File: config.mk
export PLATFORM = sky130hd
export DESIGN_NAME = mul_acc
export DESIGN_NICKNAME = d
export VERILOG_FILES = /design/src/rtl/mul_acc_pkg.sv /design/src/rtl/mul_acc_add.sv /design/src/rtl/mul_acc.sv
export SDC_FILE = /design/constraint.sdc
export NUM_CORES = 1
export LEC_CHECK = 0
export CORE_ASPECT_RATIO = 2
export CORE_MARGIN = 8
export CORE_UTILIZATION = 35
export DETAILED_ROUTE_END_ITERATION = 10
export HOLD_SLACK_MARGIN = 0.05
export PLACE_DENSITY = 0.65
export SLEW_MARGIN = 25
export SYNTH_ARGS = -nofsm -noshare
export SYNTH_HDL_FRONTEND = slang
export SYNTH_SLANG_ARGS = --single-unit
File: constraint.sdc
create_clock -name clk -period 3 [get_ports clk]
set_input_delay 0.6 -clock clk [delete_from_list [all_inputs] [get_ports clk]]
set_output_delay 0.6 -clock clk [all_outputs]
set_load 0.02 [all_outputs]
File: src/rtl/mul_acc_pkg.sv
// Shared types and constants for the multiply-accumulate block.
// State encoding is fixed so that traces and the bench can decode it directly.
package mul_acc_pkg;

    typedef enum logic [1:0] {
        ST_IDLE  = 2'd0,
        ST_ACCUM = 2'd1,
        ST_DONE  = 2'd2
    } state_e;

    localparam int WIDTH_DEF = 16;
    localparam int CNT_W_DEF = 4;

    localparam logic [WIDTH_DEF-1:0] ACC_SAT = {WIDTH_DEF{1'b1}};

endpackage

File: src/rtl/mul_acc_add.sv
// acc_add: WIDTH-bit unsigned adder with carry-out; saturates to all-ones under MUL_ACC_SAT_EN.
// Latency: combinational. Backpressure: none (pure datapath).
// Once the sum saturates it stays there: all-ones plus a nonzero term carries again, plus zero is unchanged.
module acc_add
    import mul_acc_pkg::*;
#(
    parameter int WIDTH = WIDTH_DEF
) (
    input  logic [WIDTH-1:0] a,
    input  logic [WIDTH-1:0] b,
    output logic [WIDTH-1:0] sum,
    output logic             carry
);

    logic [WIDTH:0] raw;

    assign raw   = {1'b0, a} + {1'b0, b};
    assign carry = raw[WIDTH];

`ifdef MUL_ACC_SAT_EN
    assign sum = carry ? {WIDTH{1'b1}} : raw[WIDTH-1:0];
`else
    assign sum = raw[WIDTH-1:0];
`endif

endmodule

File: src/rtl/mul_acc.sv
// mul_acc: accumulates a programmed number of multiplier products with a sticky overflow (MUL_ACC_SAT_EN selects saturation).
// Latency: result valid the cycle after the last product is accepted; len=0 gives a zero result the cycle after start.
// Backpressure: in_ready/out_valid come from registered state only; result is held until out_ready.
module mul_acc
    import mul_acc_pkg::*;
#(
    parameter int WIDTH = WIDTH_DEF,
    parameter int CNT_W = CNT_W_DEF
) (
    input  logic             clk,
    input  logic             rst_n,
    input  logic             start,
    input  logic [CNT_W-1:0] len,
    input  logic             in_valid,
    output logic             in_ready,
    input  logic [WIDTH-1:0] prod,
    input  logic             prod_ovf,
    output logic             out_valid,
    input  logic             out_ready,
    output logic [WIDTH-1:0] acc,
    output logic             acc_ovf,
    output logic             busy
);

    state_e           state_q, state_d;
    logic [WIDTH-1:0] acc_q, acc_d;
    logic             ovf_q, ovf_d;
    logic [CNT_W-1:0] cnt_q, cnt_d;

    logic [WIDTH-1:0] add_sum;
    logic             add_carry;

    acc_add #(.WIDTH(WIDTH)) u_add (
        .a     (acc_q),
        .b     (prod),
        .sum   (add_sum),
        .carry (add_carry)
    );

    always_comb begin
        state_d = state_q;
        acc_d   = acc_q;
        ovf_d   = ovf_q;
        cnt_d   = cnt_q;
        unique case (state_q)
            ST_IDLE: begin
                if (start) begin
                    acc_d   = '0;
                    ovf_d   = 1'b0;
                    cnt_d   = len;
                    state_d = (len != '0) ? ST_ACCUM : ST_DONE;
                end
            end
            ST_ACCUM: begin
                if (in_valid) begin
                    acc_d = add_sum;
                    ovf_d = ovf_q | prod_ovf | add_carry;
                    cnt_d = cnt_q - CNT_W'(1);
                    if (cnt_q == CNT_W'(1)) begin
                        state_d = ST_DONE;
                    end
                end
            end
            ST_DONE: begin
                if (out_ready) begin
                    state_d = ST_IDLE;
                end
            end
            default: state_d = ST_IDLE;
        endcase
    end

    always_ff @(posedge clk or negedge rst_n) begin
        if (!rst_n) begin
            state_q <= ST_IDLE;
            acc_q   <= '0;
            ovf_q   <= 1'b0;
            cnt_q   <= '0;
        end else begin
            state_q <= state_d;
            acc_q   <= acc_d;
            ovf_q   <= ovf_d;
            cnt_q   <= cnt_d;
        end
    end

    assign in_ready  = (state_q == ST_ACCUM);
    assign out_valid = (state_q == ST_DONE);
    assign busy      = (state_q != ST_IDLE);
    assign acc       = acc_q;
    assign acc_ovf   = ovf_q;

endmodule

==> impl_metrics.toml, run 1 <==
[yosys]
yosysTopAreaCell = "dfrtp_1"
synth_edf_count = 0
async_flop_share_pct = 100
syn_avg_cell_area_sq_um = 8.90
netlist.area_leader.share_pct = 33.0
synth_cell_types = 48
synth_seq_area_share_pct = 33.0
synth_flop_cell = "dfrtp_1"
ys_ff_latch = 23
synth_fp_nets = 241
netlist_instances = 196
synth_area_sq_um = 1740
synth.area.top_cells = "dfrtp_1 (33%), ha_1 (13%), nand2_1 (5.4%)"
ys.warnings.count = 0

[place]
io_buffers = 45
gp_congestion = 0.924
dp_hpwl_um = 3740

[detailed_routing]
wl_per_cell_um = 15.6
postRouteAntennaNets = 0
wirelength_um = 4680
route.vias.total = 1610
drtPass1Iterations = 4
post-route-drc-count = 0
drt_iter0_drc = 36
wl_met1_um = 1730
wl_met2_um = 2630
dr_wl_met3_um = 232
top_layer_used = "met4"
avgViaCountPerCell = 5.35

[die]
rows = 36
ioPinCount = 46
coreArea_sq_um = 4820
die_w_um = 65.9
die-area_sq_um = 7630
die_y_um = 116
initial_core_util_pct = 36.2

[global_route]
first_global_vias = 1746
grt_first_pass_wirelength_um = 7870
antenna_found_initial = 0
grt_overflow_total = 0
track_usage_pct = 13.0
grt_max_degree = 24

[critical_path]
reg2reg_from = "acc[0]$_DFFE_PN0P_"
ff2ff_setup_slack_ns = 0.69
worst_ep_required_time_ns = 3.21
reg2reg_depth = 9
crit_path_max_fanout = 4
start_kind = "input port"
endpoint_kind = "flop"
crit_type = "in -> reg"
crit_arrival_ns = 2.92
reg2reg_to = "acc[12]$_DFFE_PN0P_"

[clock_tree]
clkTransAtPathRegs_ns = 0.09
post_cts_resized = 0
clock_latency_ns = 0.27
cts_tree = "yes"
clock_path_buffers = 2
h-tree-depth = 1
cts_root_buf = "clkbuf_8"
clock_sink_count = 23
numCtsBuffers = 3
hold_buffers = 0
cts_setup_buffers = 0

[sta]
timing.final.crit_share_pct = 90.4
setup_viol_count_final = 0
fin_hold_ws_ns = 0.506
rsz0062_at_grt = "false"
period_minus_slack_ns = 2.71
report.final.hold_viol_count = 0
totalNegativeSetupSlack_ns = 0
fmax_ghz = 0.369
fin_skew_ns = 0.00234
relSlewSlack_pct = 64.0
maxSlewViolCount = 0
tightest_slew_ns = 0.540

[final_layout]
num_antenna_cells = 0
nets = 290
utilization_pct = 48.2
layout-drive-gt1-share_pct = 6.97
fill_cells = 477
syn2layout_area_growth_pct = 33.2

[power_and_ir_drop]
vdd_drop_max_uv = 510
power_leakage_nw = 1.02
powerDensity_nw_per_um2 = 1050

[min_path]
hold_path.class = "reg -> reg"
whs_path_depth = 2
whs_endpoint = "cnt_q[1]$_DFFE_PN0P_"
min_from = "cnt_q[1]$_DFFE_PN0P_"

[outcome]
run_status = "finished, final reports clean"

[flow_run]
drv_cap = 0
[final cells by class]
type / count / area, sq um / area share (%)
clock buffer: 3 / 41.3 / 1.78
clock inverter: 1 / 5.00 / 0.215
inverter: 10 / 37.5 / 1.62
multi-input combinational: 157 / 1100 / 47.5
sequential: 23 / 576 / 24.8
tap: 57 / 71.3 / 3.07
timing repair buffer: 50 / 488 / 21.0
[sequential cells by signal, summed over array words and instances (netlist names)]
| signal | cells |
|---|---|
| acc | 16 |
| cnt_q | 4 |
| state_q | 2 |
| acc_ovf | 1 |
[power by group]
group	leakage, nW	switching (mW)	internal (mW)
Sequential	0.277	0.128	0.462
Clock	0.0255	0.111	0.0930
Combinational	0.714	0.885	0.756
Total	1.02	1.12	1.31
[worst max-delay path: stages]
cell and delay (ns):
clkdlybuf4s50_1 0.47, ha_1 0.20, inv_1 0.07, fa_1 0.39, and2b_1 0.24, o211ai_2 0.12
a31oi_4 0.20, a21oi_2 0.12, or4_1 0.43, nand3_1 0.10
[metrics by stage]
step	cells	power (mW)	cell area [sq um]	worst slack (ns)
after floorplan	196	1.70	1740	0.635
after global placement	297	2.24	2280	0.107
after detailed placement	297	2.25	2280	0.0167
after CTS	301	2.46	2320	0.300
after global routing	301	2.67	2320	0.219
final	301	2.44	2320	0.288
[routing by layer]
metal,up-vias,track usage (%)
li1,808,-
met1,759,12.8
met2,35,24.9
met3,8,2.52
met4,0,5.72
met5,-,0
[cells by family (layout without fill, tap and decap cells)]
family                   count (synthesis)  count (layout)  synth area share (%)
adder cells (fa/ha/maj)                 19              19                  14.1
AND/OR/NAND/NOR                         52              52                  14.4
AO/OA/AOI/OAI                           73              73                  28.3
flip-flops                              23              23                  33.0
buffers and inverters                   16              64                  3.66
multiplexers                             1               1                 0.574
XOR/XNOR                                12              12                  6.03
[synthesized netlist by cell type, drive strengths merged (4+ instances only)]
library cell,count
buf,4
xnor2,5
dfrtp,23
nor2b,4
inv,10
nor2,6
o21ai,26
nand2,25
xor2,7
a21oi,17
a31oi,4
ha,18
[how the worst max path moves through the flow]
stage            start                   to  depth (start not counted)
6_report       prod[0]  acc[12]$_DFFE_PN0P_                         10
5_1_grt        prod[0]  acc[12]$_DFFE_PN0P_                         10
4_1_cts        prod[0]  acc[12]$_DFFE_PN0P_                         10
3_5_place_dp   prod[0]  acc[12]$_DFFE_PN0P_                         10
3_3_place_gp   prod[0]  acc[12]$_DFFE_PN0P_                         10
2_1_floorplan  prod[0]  acc[12]$_DFFE_PN0P_                          9
[cells in the final DEF, fill, tap and decap left out, types with 3 or more instances in the layout]
cell type / n
clkdlybuf4s50_1: 45
nand2_1: 25
dfrtp_1: 23
ha_1: 18
o21ai_0: 15
a21oi_1: 15
inv_1: 10
o21ai_1: 10
xor2_1: 7
nor2_1: 6
xnor2_1: 5
buf_4: 5
nor2b_1: 4
and3_1: 3
a31oi_1: 3
a211oi_1: 3
nor3_1: 3
a21o_1: 3
o22a_1: 3
clkbuf_8: 3
(Power assumes the default switching activity.)
==> inputs of run 2 (changes only) <==
CORE_ASPECT_RATIO = default   (was 2)
CTS_CLUSTER_SIZE = 14   (was default)
==> run 2 against run 1 <==
Against the previous run:
- final area grew 0.81%
- critical path depth is the same
- hold slack gained 0.0084 ns
- sequential share of layout area shrank 0.20 points
- power shrank 0.70%
- clock skew shrank 0.00078 ns
- wire length shrank 6.0%
- register-to-register slack gained 0.04 ns
- sequential power is essentially flat
- sequential cell count is the same
- clock power shrank 2%
- critical path type unchanged
- largest cell class unchanged
- highest routed layer unchanged
==> impl_metrics.toml, run 2 (synthesized netlist as in run 1, its figures left out) <==
[clock_tree]
clock_path_buffers = 2
clock_latency_ns = 0.26
h-tree-depth = 1
cts_root_buf = "clkbuf_8"
clkTransAtPathRegs_ns = 0.08
cts_tree = "yes"
clock_sink_count = 23
post_cts_resized = 0
cts_setup_buffers = 0
numCtsBuffers = 3
hold_buffers = 0

[place]
place_area_sq_um = 2300
dp_hpwl_um = 3450
io_buffers = 45
gp_congestion = 0.894
pre_cts_ws_ns = 0.0535
dp_cells = 308

[die]
rows = 25
die_w_um = 86.6
ioPinCount = 46
initial_core_util_pct = 36.7
die_y_um = 86.6
die-area_sq_um = 7500
coreArea_sq_um = 4750

[sta]
fmax_ghz = 0.376
fin_hold_ws_ns = 0.514
report.final.hold_viol_count = 0
setup_ws_ns = 0.338
fin_skew_ns = 0.00156
setup_viol_count_final = 0
rsz0062_at_grt = "false"
relSlewSlack_pct = 69.7
maxSlewViolCount = 0
totalNegativeSetupSlack_ns = 0
tightest_slew_ns = 0.455
period_minus_slack_ns = 2.66
timing.final.crit_share_pct = 88.7

[power_and_ir_drop]
p_int_mw = 1.31
power_frac_clock_pct = 8.2
pwr-share-comb_pct = 67.4
power_leakage_nw = 1.02
p_seq_share_pct = 24.4
p_switching_mw = 1.10
power_mw = 2.42
p_sw_share_pct = 45.6
powerDensity_nw_per_um2 = 1030
vdd_drop_max_uv = 367

[critical_path]
endpoint_kind = "flop"
worst_ep_required_time_ns = 3.21
crit_slowest_cell = "clkdlybuf4s50_1"
crit_arrival_ns = 2.87
crit_type = "in -> reg"
cpPeakStageDelay_ns = 0.46
start_kind = "input port"
path_cells = "clkdlybuf4s50_1 -> ha_1 -> inv_1 -> fa_1 -> and2b_1 -> o211ai_2 -> a31oi_4 -> a21oi_2 -> or4_1 -> nand3_1"
crit_path_max_fanout = 4

[final_layout]
utilization_pct = 49.3
fin_cells = 312
final_common_cell = "clkdlybuf4s50_1"
final_cell_mix = "clkdlybuf4s50_1 (45), nand2_1 (25), dfrtp_1 (23)"
nets = 291
num_antenna_cells = 0
syn2layout_area_growth_pct = 34.3
largest_reg_flops = 16
finalInstanceArea_sq_um = 2340
layout-drive-gt1-share_pct = 6.94

[global_route]
grt_max_degree = 24
antenna_found_initial = 0
grt_overflow_total = 0
first_global_vias = 1600
grt_first_pass_wirelength_um = 7450
track_usage_pct = 12.3

[detailed_routing]
wl_per_cell_um = 14.1
drtPass1Iterations = 4
avgViaCountPerCell = 5.09
drt_iter0_drc = 55
wirelength_um = 4400
post-route-drc-count = 0
postRouteAntennaNets = 0
route.vias.total = 1587

[min_path]
hold_path.class = "reg -> reg"

[flow_run]
drv_cap = 0

[outcome]
run_status = "finished, final reports clean"
==> run 2: final timing paths <==
kind,startpoint,endpoint,slack (ns),depth (start not counted)
max reg2reg,acc[0]$_DFFE_PN0P_,acc[12]$_DFFE_PN0P_,0.73,9
min,acc[8]$_DFFE_PN0P_,acc[8]$_DFFE_PN0P_,0.51,2
max,prod[0],acc[12]$_DFFE_PN0P_,0.34,10
min in group asynchronous,rst_n,acc[8]$_DFFE_PN0P_,0.70,2
min reg2reg,acc[8]$_DFFE_PN0P_,acc[8]$_DFFE_PN0P_,0.51,2
max in group asynchronous,rst_n,state_q[1]$_DFFE_PN0P_,2.05,2
==> run 2: cell type report <==
type / instances / area [sq um]
Fill cell: 476 / 2410
Multi-Input combinational cell: 157 / 1100
Sequential cell: 23 / 576
Timing Repair Buffer: 51 / 495
Tap cell: 67 / 83.8
Clock buffer: 4 / 45.0
Inverter: 10 / 37.5
==> run 2: per-layer routing <==
layer  vias to the layer above  global-route usage, %  share of wire [%]
met1                       738                   15.8                 48
met2                        37                   20.2                 47
li1                        810                      -                  -
met4                         0                   3.29               0.39
met3                         2                   2.55                5.1
met5                         -                      0                  0
==> run 2: worst max-delay path: cells and delay by family <==
kind,cells,cell delay [ns]
adder cells (fa/ha/maj),2,0.58
AO/OA/AOI/OAI,3,0.42
AND/OR/NAND/NOR,3,0.75
buffers and inverters,2,0.52
==> run 2: power groups by stage <==
| stage | registers, mW | logic, mW | clock network [mW] |
|---|---|---|---|
| 6_report | 0.589 | 1.63 | 0.199 |
| 5_1_grt | 0.618 | 1.82 | 0.219 |
| 4_1_cts | 0.593 | 1.64 | 0.210 |
| 3_5_place_dp | 0.599 | 1.64 | 0 |
| 3_3_place_gp | 0.596 | 1.62 | 0 |
| 2_1_floorplan | 0.703 | 0.999 | 0 |
